--- src/rtl/pc_trace_monitor.sv ---
`default_nettype none
// ============================================================================
//  Module   : pc_trace_monitor
//  Purpose  : Observes the retired-PC stream of the system under test,
//             buffers the PCs in a first-word-fall-through FIFO drained
//             over a valid/ready trace port, counts retirements and RUN
//             cycles, and ends the run on a halt (self-loop) or a watchdog
//             timeout.
//  Ports    : CLK             clock, all state changes on posedge
//             RESET           synchronous active-low reset
//             in_pc           retired PC
//             in_pc_enable    one retirement this cycle
//             in_trace_ready  consumer accepts the FIFO head
//             out_trace_valid FIFO non-empty
//             out_trace_pc    FIFO head PC (0 when empty)
//             out_retired     saturating count of retirements in RUN
//             out_cycles      saturating count of cycles in RUN
//             out_overflow    sticky: a retirement was dropped on full FIFO
//             out_halted      terminal state HALTED
//             out_timeout     terminal state TIMEOUT
//             out_done        terminal state reached and FIFO drained
//  Revision : 1.0  initial release
// ============================================================================
module pc_trace_monitor #(
    parameter int DEPTH          = 16,
    parameter int HALT_REPEAT    = 4,
    parameter int TIMEOUT_CYCLES = 100000,
    parameter int CNT_W          = 32
) (
    input  logic             CLK,
    input  logic             RESET,
    input  logic [31:0]      in_pc,
    input  logic             in_pc_enable,
    input  logic             in_trace_ready,
    output logic             out_trace_valid,
    output logic [31:0]      out_trace_pc,
    output logic [CNT_W-1:0] out_retired,
    output logic [CNT_W-1:0] out_cycles,
    output logic             out_overflow,
    output logic             out_halted,
    output logic             out_timeout,
    output logic             out_done
);

    localparam int               c_addr_w    = $clog2(DEPTH);
    localparam int               c_rep_w     = $clog2(HALT_REPEAT + 1);
    localparam logic [c_addr_w:0] c_depth    = (c_addr_w + 1)'(DEPTH);
    localparam logic [c_rep_w-1:0] c_halt_rep = c_rep_w'(HALT_REPEAT);
    // Compared in 64 bits so a timeout beyond the counter range never fires
    // through truncation.
    localparam logic [63:0]      c_timeout   = 64'(TIMEOUT_CYCLES);
    localparam logic [CNT_W-1:0] c_cnt_max   = {CNT_W{1'b1}};

    typedef enum logic [1:0] {
        ST_RUN     = 2'd0,
        ST_HALTED  = 2'd1,
        ST_TIMEOUT = 2'd2
    } state_t;

    state_t               r_state;
    state_t               w_state_next;

    logic [31:0]          r_mem [DEPTH];
    // Pointers carry one extra bit so full and empty are distinguishable.
    logic [c_addr_w:0]    r_wr_ptr;
    logic [c_addr_w:0]    r_rd_ptr;
    logic [c_addr_w:0]    w_count;
    logic                 w_empty;
    logic                 w_full;

    logic [CNT_W-1:0]     r_retired;
    logic [CNT_W-1:0]     r_cycles;
    logic [CNT_W-1:0]     w_cycles_next;
    logic                 r_overflow;
    logic [31:0]          r_last_pc;
    logic                 r_last_valid;
    logic [c_rep_w-1:0]   r_repeat;
    logic [c_rep_w-1:0]   w_repeat_next;

    logic                 w_running;
    logic                 w_capture;
    logic                 w_pop;
    logic                 w_push;
    logic                 w_drop;
    logic                 w_halt;
    logic                 w_timeout;

    assign w_count   = r_wr_ptr - r_rd_ptr;
    assign w_empty   = (r_wr_ptr == r_rd_ptr);
    assign w_full    = (w_count == c_depth);

    assign w_running = (r_state == ST_RUN);
    assign w_capture = w_running && in_pc_enable;
    // An empty FIFO has no valid head, so a same-cycle push is never popped.
    assign w_pop     = !w_empty && in_trace_ready;
    // A pop frees the slot the push needs when the FIFO is full.
    assign w_push    = w_capture && (!w_full || w_pop);
    assign w_drop    = w_capture && w_full && !w_pop;

    assign w_cycles_next = (r_cycles == c_cnt_max) ? r_cycles : r_cycles + 1'b1;
    assign w_repeat_next = (r_last_valid && (in_pc == r_last_pc))
                         ? r_repeat + 1'b1 : c_rep_w'(1);
    assign w_halt    = w_capture && (w_repeat_next == c_halt_rep);
    assign w_timeout = w_running && (64'(w_cycles_next) == c_timeout);

    always_comb begin
        w_state_next = r_state;
        case (r_state)
            ST_RUN: begin
                // Halt takes priority over a coincident timeout.
                if (w_halt)
                    w_state_next = ST_HALTED;
                else if (w_timeout)
                    w_state_next = ST_TIMEOUT;
            end
            default: w_state_next = r_state;
        endcase
    end

    always_ff @(posedge CLK) begin
        if (!RESET) begin
            r_state      <= ST_RUN;
            r_wr_ptr     <= '0;
            r_rd_ptr     <= '0;
            r_retired    <= '0;
            r_cycles     <= '0;
            r_overflow   <= 1'b0;
            r_last_pc    <= '0;
            r_last_valid <= 1'b0;
            r_repeat     <= '0;
        end else begin
            r_state <= w_state_next;
            if (w_push)
                r_wr_ptr <= r_wr_ptr + 1'b1;
            if (w_pop)
                r_rd_ptr <= r_rd_ptr + 1'b1;
            if (w_running)
                r_cycles <= w_cycles_next;
            if (w_capture) begin
                if (r_retired != c_cnt_max)
                    r_retired <= r_retired + 1'b1;
                r_last_pc    <= in_pc;
                r_last_valid <= 1'b1;
                r_repeat     <= w_repeat_next;
            end
            if (w_drop)
                r_overflow <= 1'b1;
        end
    end

    // Storage needs no reset: the head is masked whenever the FIFO is empty.
    always_ff @(posedge CLK) begin
        if (w_push)
            r_mem[r_wr_ptr[c_addr_w-1:0]] <= in_pc;
    end

    assign out_trace_valid = !w_empty;
    assign out_trace_pc    = w_empty ? 32'h0 : r_mem[r_rd_ptr[c_addr_w-1:0]];
    assign out_retired     = r_retired;
    assign out_cycles      = r_cycles;
    assign out_overflow    = r_overflow;
    assign out_halted      = (r_state == ST_HALTED);
    assign out_timeout     = (r_state == ST_TIMEOUT);
    assign out_done        = !w_running && w_empty;

endmodule
`default_nettype wire
--- config.mk ---
export PLATFORM = sky130hd
export DESIGN_NAME = pc_trace_monitor
export DESIGN_NICKNAME = d
export VERILOG_FILES = /design/src/rtl/pc_trace_monitor.sv
export SDC_FILE = /design/constraint.sdc
export NUM_CORES = 1
export LEC_CHECK = 0
export CAP_MARGIN = 20
export CORE_UTILIZATION = 32
export CTS_BUF_LIST = sky130_fd_sc_hd__clkbuf_8
export DETAILED_ROUTE_END_ITERATION = 8
export GPL_TIMING_DRIVEN = 0
export HOLD_SLACK_MARGIN = 0.12
export PLACE_DENSITY = 0.59
export SETUP_SLACK_MARGIN = 0.4
export SLEW_MARGIN = 20
export SYNTH_ARGS = -nofsm -noshare
export SYNTH_HDL_FRONTEND = slang
export SYNTH_SLANG_ARGS = --single-unit
--- constraint.sdc ---
create_clock -name CLK -period 5.76 [get_ports CLK]
set_clock_uncertainty 0.15 [all_clocks]
set_input_delay 1.728 -clock CLK [delete_from_list [all_inputs] [get_ports CLK]]
set_output_delay 1.728 -clock CLK [all_outputs]
set_load 0.1 [all_outputs]
* Word-level counts from Yosys, hierarchy flattened
Memory sizes are Yosys's and may differ from the RTL's. A register that Yosys moved wholly into a read port is not among the register bits. Index checks and enable logic that the tools add are counted.
Storage, ports and cells: register bits after elaboration 113, bits in writable memories 512, bits of input ports 36, output and inout bits 101, logic and storage cells 52, memories 1
Operators by class: add/sub/neg operators 6, equality and inequality tests 9, muxes and demuxes 9, reductions and logical operators 18
Memory list:
- r_mem | words 16, bits a word 32, read ports 1, clocked after Yosys merged registers in 1, write ports 1, line 63 | logic [31:0] r_mem [DEPTH];
Operators by type and width (count):
- 32-bit by 1-bit adder with 32-bit output, second input constant | 2
- 32-bit 2-to-1 mux | 2
- 32-bit by 17-bit equality test with 1-bit output, second input constant | 1
- 32-bit equality test | 1
- 32-bit equality test, second input constant | 1
- 32-bit inequality test, second input constant | 1
- 5-bit by 1-bit adder with 5-bit output, second input constant | 2
- 1-bit logical AND | 9
- 4-bit 2-to-1 mux | 2
- 5-bit equality test | 1
- 5-bit equality test, second input constant | 1
- 5-bit subtractor | 1
- 1-bit logical NOT | 4
- 2-bit 2-to-1 mux | 2
- 2-bit AND reduction | 2
- 3-bit by 1-bit adder with 3-bit output, second input constant | 1
- 3-bit equality test, second input constant | 1
- 3-bit 2-to-1 mux | 1
- 2-bit by 1-bit equality test with 1-bit output, second input constant | 1
- 2-bit equality test, second input constant | 1
- 2-bit logical NOT | 1
- 1-bit 2-to-1 mux | 2
- 2-bit nonzero test | 1
- 1-bit logical OR | 1

* Logic depth before layout (Yosys ltp)
Gate-level depths: netlist of run 1.
depth after elaboration 7, depth in mapped cells 11, mapped depth without buffers 9

* Least setup slack after synthesis of run 1
OpenSTA, ideal clock, no wires.
kind flip-flop to output port, from register r_rd_ptr[2], to output out_done, arrival time 3.325 ns, data required time 3.882 ns, slack 0.557 ns, cell stages (with the launch flop) 8, path buffers 2, cell sequence dfxtp_1 inv_1 ha_1 nand2_1 or3_1 clkbuf_1 clkbuf_1 nor2_1
On the way: cells in the longest elaborated chain, start to end 2
RTL lines:
- start, declared | line 66 | logic [c_addr_w:0] r_rd_ptr;
- start signal, assigned | line 136 | r_rd_ptr <= r_rd_ptr + 1'b1;
- 5-bit equality test | line 89 | assign w_empty = (r_wr_ptr == r_rd_ptr);
- 1-bit logical AND | line 164 | assign out_done = !w_running && w_empty;
- end, declared | line 42 | output logic out_done
Every way passes these cells.

==> results.sh, run 1 <==
export IMPL_reg2reg_from="r_rd_ptr[1]"
export IMPL_gp_congestion=0.8478
export IMPL_final_cell_area_um2=31140
export IMPL_power_mw=10.57
export IMPL_max_clock_path_buffers=3
export IMPL_tns_ns=0
export IMPL_slowest_delay_ns=0.55
export IMPL_synthDistinctLibCells=70
export IMPL_worstReg2RegEnd="r_mem[0][17]"
export IMPL_cts_root_buf="clkbuf_8"
export IMPL_setup_ws_ns=0.5041
export IMPL_tightest_slew_ns=1.045
export IMPL_grt_use_total=0.1552
export IMPL_placed_cells=2753
export IMPL_htree_levels=3
export IMPL_holdCritPathClass="reg2reg"
export IMPL_fmax_mhz=190.3
export IMPL_syn_to_final_growth_pct=19.92
export IMPL_rsz0062_at_grt="true"
export IMPL_fillCellCount=7412
export IMPL_synth_warning_count=0
export IMPL_startpoint_type="flop"
export IMPL_grt_antenna_before_repair=5
export IMPL_worstPathCellList="clkbuf_2 -> buf_4 -> mux4_2 -> mux4_2 -> and2_1 -> clkdlybuf4s15_2"
export IMPL_vias=14540
export IMPL_path_class="reg2out"
export IMPL_synth_cells=1523
export IMPL_relSlewSlack=0.3009
export IMPL_finalCritPeriodShare=0.9125
export IMPL_status="complete, no violations"
export IMPL_vdd_drop_max_v=0.0001775
export IMPL_synthArstFlopShare=0
export IMPL_clk_pin_slew_ns=0.06
export IMPL_synth_edf_count=512
export IMPL_hpwl_mm=43.06
export IMPL_core_area_um2=80420
export IMPL_worst_r2r_setup_slack_ns=1.81
export IMPL_io_pins=137
export IMPL_ys_ff_latch=629
export IMPL_first_pass_iters=7
export IMPL_cts_hold_fix_buffers=0
export IMPL_timing_critical_path_mode_cell="mux4_2"
export IMPL_maxCapViolations=0
export IMPL_syn_nets=1571
export IMPL_die_y_um=286.9
export IMPL_power_leakage_nw=10.30
export IMPL_drive_gt1_frac=0.2431
export IMPL_worstPathRequired_ns=3.88
export IMPL_synth_most_common_cell="edfxtp_1"
export IMPL_min_period_ns=5.256
export IMPL_yosys_top_cells_area="edfxtp_1 59%, mux4_2 14%, dfxtp_1 9.0%, and2_1 2.4%, xnor2_1 1.9%"
export IMPL_grt_max_degree=23
export IMPL_placed_cell_area_um2=29290
export IMPL_drtIter0Drc=1131
export IMPL_wl_per_cell_um=21.52
export IMPL_layout_cells_non_filler=2937
export IMPL_post_cts_buffers=0
export IMPL_num_rows=104
export IMPL_power_density_nw_per_um2=339.4
export IMPL_ctsResizeCount=151
export IMPL_die_x_um=286.9
export IMPL_grt_first_pass_wirelength_mm=95.34
export IMPL_min_from="r_last_valid"
export IMPL_finalHoldViolCount=0
export IMPL_worstPathMaxFanout=10
export IMPL_dp_slack_ns=-0.03124
export IMPL_drv_slew=0
export IMPL_clk_latency_ns=0.69
export IMPL_synth_area_per_cell_um2=17.05
export IMPL_nets=1843
export IMPL_routed_via_density=4.951
export IMPL_place_port_buffers=136
export IMPL_syn_area_um2=25970
export IMPL_synth_top_area_cell="edfxtp_1"
export IMPL_drc_errors=0
export IMPL_cts_tree="built"
export IMPL_r2r_cells=12
export IMPL_dieArea_um2=82290
export IMPL_crit_slowest_cell="mux4_2"
export IMPL_initial_utilization=0.3229
export IMPL_ys_flop_type="edfxtp_1"
export IMPL_totalWireLength_mm=63.21
export IMPL_grt_pass1_vias=15230
export IMPL_yosys_area_top_type_share=0.5921
export IMPL_critPathArrivalTime_ns=3.38
export IMPL_drtAntennaViolNets=0
export IMPL_end_kind="output pin"
export IMPL_cp_endpoint="out_trace_pc[13]"
export IMPL_setup_violations=0
export IMPL_cts_sinks=629
export IMPL_yosysSeqAreaShare=0.6822
export IMPL_synthTopCellsByCount="512 x edfxtp_1, 160 x mux4_2, 117 x dfxtp_1, 108 x nand2_1, 101 x and2_1"
export IMPL_cts_made_buffers=100
export IMPL_grt_remaining_overflow=0
==> state kept, by name, summed over array words and instances (netlist names), named ones only <==
| register | cells |
|---|---|
| out_overflow | 1 |
| out_retired | 32 |
| r_rd_ptr | 5 |
| r_mem | 512 |
| r_last_valid | 1 |
| r_last_pc | 32 |
| r_state | 2 |
| out_cycles | 32 |
| r_repeat | 3 |
| r_wr_ptr | 5 |
==> worst min path at each step <==
| stage | endpoint | depth (start not counted) |
|---|---|---|
| after floorplan | r_last_valid | 1 |
| final | r_last_valid | 1 |
| after detailed placement | r_last_valid | 1 |
| after CTS | r_last_valid | 1 |
| after global routing | r_last_valid | 1 |
| after global placement | r_last_valid | 1 |
==> critical path: cells and delay by family, from the launching register on <==
kind          cells  cell delay (ns)
buf+inv           3             1.15
flops             1             0.37
simple gates      1             0.17
mux               2             1.01
==> cell usage in the layout, fill, tap and decap left out, drive strengths merged, types with 27 or more instances in the layout <==
cell type | netlist | layout
nand2 | 109 | 109
clkdlybuf4s50 | 0 | 102
edfxtp | 512 | 512
nor2 | 37 | 37
nand3 | 39 | 39
a21boi | 38 | 38
clkbuf | 47 | 156
buf | 37 | 97
and2 | 103 | 103
inv | 12 | 61
xor2 | 54 | 54
xnor2 | 57 | 57
mux4 | 160 | 160
nor3 | 27 | 27
dfxtp | 117 | 117
nand4 | 30 | 30
==> layout make-up <==
| cell class | instances | area [um^2] | area share |
|---|---|---|---|
| multi-input cells | 798 | 7945 | 0.2551 |
| plain buffers | 84 | 450.4 | 0.01446 |
| diodes | 1 | 2.502 | 0.00008036 |
| inverters | 12 | 45.04 | 0.001446 |
| clock buffers | 108 | 1486 | 0.04773 |
| well taps | 1060 | 1326 | 0.04259 |
| flip-flops and latches | 629 | 17720 | 0.5689 |
| repair buffers | 170 | 1744 | 0.05601 |
| clock inverters | 75 | 424.2 | 0.01362 |
==> kinds of logic (layout without fill, tap and decap cells) <==
family | after synthesis | count (layout) | synth area share
other cells | 0 | 1 | 0
buf+inv | 96 | 449 | 0.01604
simple gates | 426 | 426 | 0.09371
xor+xnor | 111 | 111 | 0.03744
compound gates | 86 | 86 | 0.02477
mux | 163 | 163 | 0.1400
fa+ha+maj | 12 | 12 | 0.005782
flops | 629 | 629 | 0.6822
==> power by group <==
group,total [mW],leakage (nW),switching (mW),internal (mW)
Combinational,1.92,3.57,1.28,0.641
Sequential,5.01,5.58,0.0310,4.98
Clock,3.63,1.15,1.76,1.87
Total,10.6,10.3,3.07,7.50
==> metal layers <==
layer / part of all wire / global-route usage
met4: 0.020 / 0.04056
met1: 0.43 / 0.2067
met2: 0.47 / 0.2482
met3: 0.070 / 0.04429
met5: 0.00087 / 0
==> metrics by stage <==
step	hold slack, ns	utilization
CTS	0.3110	0.3889
finish	0.3091	0.3872
floorplan	0.2825	-
global placement	0.2909	0.3563
global route	0.3464	0.3872
detailed placement	0.2972	0.3643
Power figures use the tool's default switching activity.
==> run 2: changes to the inputs <==
--- a/config.mk
+++ b/config.mk
@@ -5,6 +5,7 @@
 export SDC_FILE = /design/constraint.sdc
 export NUM_CORES = 1
 export LEC_CHECK = 0
+export ABC_CLOCK_PERIOD_IN_PS = 5760
 export CAP_MARGIN = 20
 export CORE_UTILIZATION = 32
 export CTS_BUF_LIST = sky130_fd_sc_hd__clkbuf_8
==> results of run 2 <==
No change in the layout: final DEF, timing and power equal those of run 1.
